[config.mk]
export PLATFORM = sky130hd
export DESIGN_NAME = multi_tick_divider
export DESIGN_NICKNAME = d
export VERILOG_FILES = /design/src/rtl/multi_tick_divider.sv
export SDC_FILE = /design/constraint.sdc
export NUM_CORES = 1
export LEC_CHECK = 0
export CELL_PAD_IN_SITES_DETAIL_PLACEMENT = 1
export CELL_PAD_IN_SITES_GLOBAL_PLACEMENT = 1
export CORE_ASPECT_RATIO = 0.7
export CORE_UTILIZATION = 51
export DETAILED_ROUTE_END_ITERATION = 6
export DONT_BUFFER_PORTS = 1
export PLACE_DENSITY = 0.91
export SYNTH_ARGS = -nofsm -noshare
export SYNTH_HDL_FRONTEND = slang
export SYNTH_SLANG_ARGS = --single-unit
[constraint.sdc]
create_clock -name clk -period 5.6 [get_ports clk]
set_input_delay 0.28 -clock clk [delete_from_list [all_inputs] [get_ports clk]]
set_output_delay 0.28 -clock clk [all_outputs]
set_load 0.02 [all_outputs]
[src/rtl/multi_tick_divider.sv]
// multi_tick_divider
// Multi-channel, runtime-programmable tick / clock-enable generator.
// Each channel divides clk by its own divisor and emits either a one-cycle
// pulse per period or a near-50% square enable. A new divisor is held in a
// shadow register and only becomes active at a period boundary, so the
// period in progress always completes with the old divisor. sync_clr
// restarts every channel together, which phase-aligns channels that share
// a divisor. The outputs are clock enables for downstream logic, never clocks.
module multi_tick_divider #(
   parameter int NUM_CH      = 2,
   parameter int DIV_W       = 8,
   parameter int DEFAULT_DIV = 4
) (
   input  logic                    clk,
   input  logic                    rst,
   input  logic [NUM_CH-1:0]       en,
   input  logic [NUM_CH-1:0]       mode,
   input  logic [NUM_CH*DIV_W-1:0] div_val,
   input  logic [NUM_CH-1:0]       div_load,
   input  logic                    sync_clr,
   output logic [NUM_CH-1:0]       tick_out,
   output logic [NUM_CH-1:0]       pend
);

   localparam logic [DIV_W-1:0] DEF_DIV = DIV_W'(DEFAULT_DIV);

   for (genvar gi = 0; gi < NUM_CH; gi++) begin : g_ch
      logic [DIV_W-1:0] r_cnt;
      logic [DIV_W-1:0] r_act_div;
      logic [DIV_W-1:0] r_shadow;
      logic             r_pend;
      logic             r_tick;

      logic [DIV_W-1:0] w_slice;
      logic [DIV_W-1:0] w_n;
      logic [DIV_W-1:0] w_next_cnt;
      logic [DIV_W:0]   w_half;
      logic             w_wrap;
      logic             w_run;
      logic             w_apply;
      logic             w_tick_nxt;

      assign w_slice = div_val[gi*DIV_W +: DIV_W];

      // Derive the effective divisor, period end, next count and next tick level.
      // NOTE: every signal gets a default at the top of always_comb so no path
      // can leave it unassigned and infer a latch.
      always_comb begin
         w_n        = r_act_div;
         w_wrap     = 1'b0;
         w_next_cnt = '0;
         w_half     = '0;
         w_run      = en[gi] && !sync_clr;
         w_apply    = 1'b0;
         w_tick_nxt = 1'b0;

         // A divisor of zero is treated as one (tick every cycle).
         if (r_act_div == '0) begin
            w_n = DIV_W'(1);
         end
         w_wrap     = (r_cnt >= (w_n - DIV_W'(1)));
         w_next_cnt = w_wrap ? '0 : (r_cnt + DIV_W'(1));
         // ceil(N/2) needs one extra bit so N = 2^DIV_W-1 does not overflow.
         w_half     = ({1'b0, w_n} + (DIV_W+1)'(1)) >> 1;
         // Period boundary, idle, or global clear: safe moments to swap divisors.
         w_apply    = (w_run && w_wrap) || !en[gi] || sync_clr;

         if (mode[gi]) begin
            w_tick_nxt = ({1'b0, w_next_cnt} < w_half);
         end else begin
            w_tick_nxt = w_wrap;
         end
      end

      // Period counter and registered tick; idle or clear parks at count 0.
      // NOTE: sequential state uses non-blocking assignments only, so every
      // flop samples the pre-edge values of the others.
      always_ff @(posedge clk or posedge rst) begin
         if (rst) begin
            r_cnt  <= '0;
            r_tick <= 1'b0;
         end else if (!w_run) begin
            r_cnt  <= '0;
            r_tick <= 1'b0;
         end else begin
            r_cnt  <= w_next_cnt;
            r_tick <= w_tick_nxt;
         end
      end

      // Shadowed divisor reload: capture on load, promote on the next apply event.
      always_ff @(posedge clk or posedge rst) begin
         if (rst) begin
            r_act_div <= DEF_DIV;
            r_shadow  <= '0;
            r_pend    <= 1'b0;
         end else if (div_load[gi]) begin
            r_shadow <= w_slice;
            if (w_apply) begin
               // Load lands exactly on a boundary: take it now, nothing pending.
               r_act_div <= w_slice;
               r_pend    <= 1'b0;
            end else begin
               r_pend    <= 1'b1;
            end
         end else if (w_apply && r_pend) begin
            r_act_div <= r_shadow;
            r_pend    <= 1'b0;
         end
      end

      assign tick_out[gi] = r_tick;
      assign pend[gi]     = r_pend;
   end

endmodule

**Yosys cells after proc, flatten, opt, wreduce, memory -nomap -nowiden**

Cells that the tools add are included.

- Input port bits: 25
- Memory bits (writable): 0
- Output and inout port bits: 4
- Memories kept: 0
- Bits in latches: 0
- Flip-flop bits (word level): 52
- Memory bits (read-only): 0
- Logic and storage cells: 63

- Divide/modulo/power cells: 0
- Shift-type cells: 0
- Add/subtract/negate cells: 6
- Muxes and demuxes: 22
- Bitwise gates (word level): 0
- Multipliers: 0
- Reduce and logical (&&, ||, !) cells: 19
- Magnitude comparators: 4
- Equal/unequal tests: 2

Operators by type and width:

| kind | count |
|---|---|
| two-way mux 8 bit | 12 |
| adder 8 x 1 -> 9 bit (second input constant) | 2 |
| adder 8 x 1 -> 8 bit (second input constant) | 2 |
| >= comparator 8 bit | 2 |
| zero test 8 bit | 2 |
| less-than comparator 8 bit | 2 |
| subtractor 8 x 1 -> 8 bit (second input constant) | 2 |
| two-way mux 1 bit | 10 |
| logical AND 1 bit | 6 |
| logical OR 1 bit | 4 |
| != test 2 x 1 -> 1 bit (second input constant) | 2 |
| AND reduction 2 bit | 2 |
| nonzero test 2 bit | 2 |
| zero test 1 bit | 3 |

**Longest topological paths before layout**

- Depth in word-level cells: 10
- Depth in mapped cells: 18
- Gate-level depth less buffers: 17

**Least setup slack after synthesis**

OpenSTA, ideal clock, no wires.

- Path type: register -> register
- Start: reg g_ch[0].r_act_div[4]
- End: reg g_ch[0].r_tick
- Arrival time: 3,877 ps
- Stages on the path, launching flop included: 19
- Setup slack: 1,645 ps
- Path buffers: 1
- Period minus slack after synthesis: 3,955 ps
- Setup time: 78 ps
- Required time: 5,522 ps
- Cells stage by stage: dfrtp_1 > clkbuf_1 > or3_1 > nor3_1 > a21oi_1 > ha_1 > nand2_1 > nor3_1 > xnor2_1 > ha_1 > and4_2 > o21ai_1 > o21ai_1 > nor2_1 > ha_1 > a2111oi_0 > o21ai_0 > o22ai_1 > o2bb2ai_1

- Word-level cells in the longest chain between the ends: 8
- Elaborated cells on any way between the ends: 9
- Those cells by class: add/sub: 2; order compare: 2; mux: 4; reduce/logical: 1

RTL lines:

| what | line | source |
|---|---|---|
| from (decl) | 29 | `logic [DIV_W-1:0] r_act_div;` |
| from (signal assigned) | 101 | `r_act_div <= w_slice;` |
| from (signal assigned) | 107 | `r_act_div <= r_shadow;` |
| zero test 8 bit | 58 | `if (r_act_div == '0) begin` |
| two-way mux 8 bit * | 58 |  |
| subtractor 8 x 1 -> 8 bit | 61 | `w_wrap = (r_cnt >= (w_n - DIV_W'(1)));` |
| >= comparator 8 bit | 61 |  |
| two-way mux 8 bit | 62 | `w_next_cnt = w_wrap ? '0 : (r_cnt + DIV_W'(1));` |
| less-than comparator 8 bit | 69 | `w_tick_nxt = ({1'b0, w_next_cnt} < w_half);` |
| two-way mux 1 bit * | 68 | `if (mode[gi]) begin` |
| two-way mux 1 bit * | 82 | `end else if (!w_run) begin` |
| to (signal assigned) | 87 | `r_tick <= w_tick_nxt;` |
| to (decl) | 32 | `logic r_tick;` |

Every way passes the cells marked *; elsewhere a longest branch is shown, timed or not.
A chain may end at the register's enable or synchronous reset.

**Worst setup path after layout**

Same ends and word-level chain as after synthesis.

==> flow_summary.toml <==
[power_and_ir_drop]
ir_worst_vdd_mv = 0.150
p_per_area_mw_per_mm2 = 297
p_leak_nw = 1.58

[route]
drt_iter0_drc = 90
viasPerCell = 5.98
drc = 0
drtAntennaViolNets = 0
dr.pass1.iters = 4
drt-total-wl_mm = 7.82
dr_total_vias = 2338
post_drt_wl_per_cell_um = 20.0

[clock_tree]
ctsHtreeMaxLevel = 2
clkSlewWorstSetupHoldPaths_ps = 100
post_cts_resized = 0
postCtsHoldBufs = 0
postCtsSetupBuffers = 0
numCtsBuffers = 5
cts_tree = "done"
clockBufferDepth = 2
clk_latency_ps = 320
cts.sinks = 52
cts_root_buf = "clkbuf_8"

[layout]
n_antenna_cell = 0
area_delta_synth_final_pct = 4.31
fin_util_pct = 55.5
fin_nets = 371
layout-drive-gt1-share_pct = 16.6

[global_route]
grt_first_pass_wirelength_mm = 13.2
overflow = 0
grt_antenna_before_repair = 0
grtUsageTotal_pct = 25.1
grt_pass1_vias = 2513
grt_max_degree = 53

[yosys]
yosysMostFrequentCell = "dfrtp_1"
synth_cells = 319
synth-edff-count = 0
ys_top_cells_by_count = "dfrtp_1, nor2_1, ha_1"
synth_fa_ha_area_share_pct = 12.7
synth_top_area_share_pct = 37.4
synthFlopType = "dfrtp_1"
synth_compound_area_share_pct = 10.1
synth-xor-area-share_pct = 8.39
ys_seq_elements = 52
synth_top_family_by_area = "simple AND/OR/NAND/NOR gates"
syn_avg_cell_area_sq_um = 10.5
yosysTopAreaCell = "dfrtp_1"
async_flop_share_pct = 100
yosys.area_share.simple_pct = 14.4
ys_warn_count = 0
synth_cell_types = 45
syn_nets = 378
syn_area_sq_mm = 0.00334
synth_area_leaders = "dfrtp_1, ha_1, mux2_2"
muxShareOfSynthArea_pct = 12.0
ys_seq_area_share_pct = 39.0

[worst_hold_path]
min_path_type = "input port to async pin"

[worst_setup_path]
critPathBufInv = 0
cp_slowest_stage_delay_ps = 550
cp-start-kind = "flop"
critPathKind = "flop to flop"
cpMostUsedCell = "ha_1"
required_ps = 5840
cpMaxStageDelayCell = "o21ai_1"
cp-startpoint = "g_ch[0].r_act_div[4]"
path_cells = "or3_1, nor3_1, a21oi_1, ha_1, nand2_1, nor3_1, xnor2_1, ha_1, and4_2, o21ai_1, o21ai_1, nor2_1, ha_1, a2111oi_0, o21ai_0, o22ai_1, o2bb2ai_1"
r2r-start = "g_ch[0].r_act_div[4]"
crit_arrival_ps = 4960
crit_family = "compound AO/OA/AOI/OAI gates"
crit_path_max_fanout = 9
setup.worst_path.end_class = "flop"

[sta]
drv_slew = 0
finClkSkew_ps = 6.12
hold_viol_final = 0
setup_viol = 0
fin_setup_tns_ps = 0
slew_headroom_pct = 55.1
period_minus_slack_ps = 4710
worstMarginPinSlew_ps = 674
rsz0062_at_grt = "no"
finalCritPeriodShare_pct = 84.1
max_freq_ghz = 0.212

[floorplan]
dieHeight_um = 69.7
top_level_ports = 29
start_util_pct = 53.2
num_rows = 24
die_area_sq_mm = 0.00689
core_area_sq_mm = 0.00628
dieWidth_um = 98.8

[placed_design]
hpwl_mm = 5.94
routabilityCongestion = 0.892
port_buffers = 0

[run]
max_cap_viol_count = 0

[outcome]
outcome = "complete, no violations"
[metrics by stage]
| stage | hold WS, ps | instance area, sq um | total power, mW | std cells | setup WS (ps) |
|---|---|---|---|---|---|
| after floorplan | 444 | 3340 | 0.694 | 319 | 1650 |
| after global placement | 377 | 3370 | 0.741 | 383 | 1450 |
| final | 10.7 | 3490 | 1.03 | 391 | 888 |
| after detailed placement | 395 | 3370 | 0.763 | 383 | 1030 |
| after global routing | 78.9 | 3490 | 1.09 | 391 | 718 |
| after CTS | 42.7 | 3490 | 1.04 | 391 | 975 |
[area by class of cell]
cell class                      instances  area (sq um)
Timing Repair Buffer                    1          7.51
Multi-Input combinational cell        241          1920
Inverter                               11          41.3
Tap cell                               78          97.6
Sequential cell                        52          1300
Clock inverter                          2          38.8
Clock buffer                            6          72.6
Fill cell                             686          2790
[cells by family (layout without fill, tap and decap cells)]
family,after synthesis,after routing
mux,33,33
buf+inv,26,20
flops,52,52
compound gates,41,41
xor+xnor,32,32
simple gates,101,101
fa+ha+maj,34,34
[worst reg2reg max path, stage by stage (launching register included)]
cell and delay [ps]:
dfrtp_1 480, or3_1 420, nor3_1 320, a21oi_1 180
ha_1 250, nand2_1 110, nor3_1 70, xnor2_1 150
ha_1 340, and4_2 210, o21ai_1 120, o21ai_1 550
nor2_1 130, ha_1 360, a2111oi_0 460, o21ai_0 220
o22ai_1 170, o2bb2ai_1 130
[registers in the layout (all words and copies together), names as in the netlist]
name / cells
g_ch.r_shadow: 16
g_ch.r_cnt: 16
g_ch.r_act_div: 16
g_ch.r_pend: 2
g_ch.r_tick: 2
[where the power goes]
group | switching [mW] | internal (mW) | total (mW)
combinational | 0.148 | 0.137 | 0.284
sequential | 0.0617 | 0.415 | 0.477
clock | 0.138 | 0.135 | 0.273
total | 0.347 | 0.687 | 1.03
[path summary, 6_finish.rpt]
check | endpoint | slack (ps) | cells past startpoint
worst max-delay path | g_ch[0].r_tick | 890 | 17
max in group asynchronous | g_ch[1].r_shadow[7] | 5120 | 2
worst min-delay path | g_ch[0].r_cnt[5] | 10 | 2
worst max register to register | g_ch[0].r_tick | 890 | 17
worst min register to register | g_ch[1].r_shadow[1] | 510 | 1
min in group clk | g_ch[0].r_pend | 120 | 2
[layer usage]
layer	wire, um	GRT usage, %
met1	3990	37.7
met2	3370	36.6
met3	365	4.74
met4	97	7.46
met5	0	0
[placed cells by master (no fill, tap or decap), types with 6 or more instances in the layout]
master,count
xnor2_1,13
inv_1,10
nand2_1,20
nor3_1,6
xor2_1,19
nand3_1,8
dfrtp_1,50
mux2_4,8
and3_1,7
a21oi_1,11
nor2_1,38
ha_1,34
mux2_2,24
(Power assumes the default switching activity.)
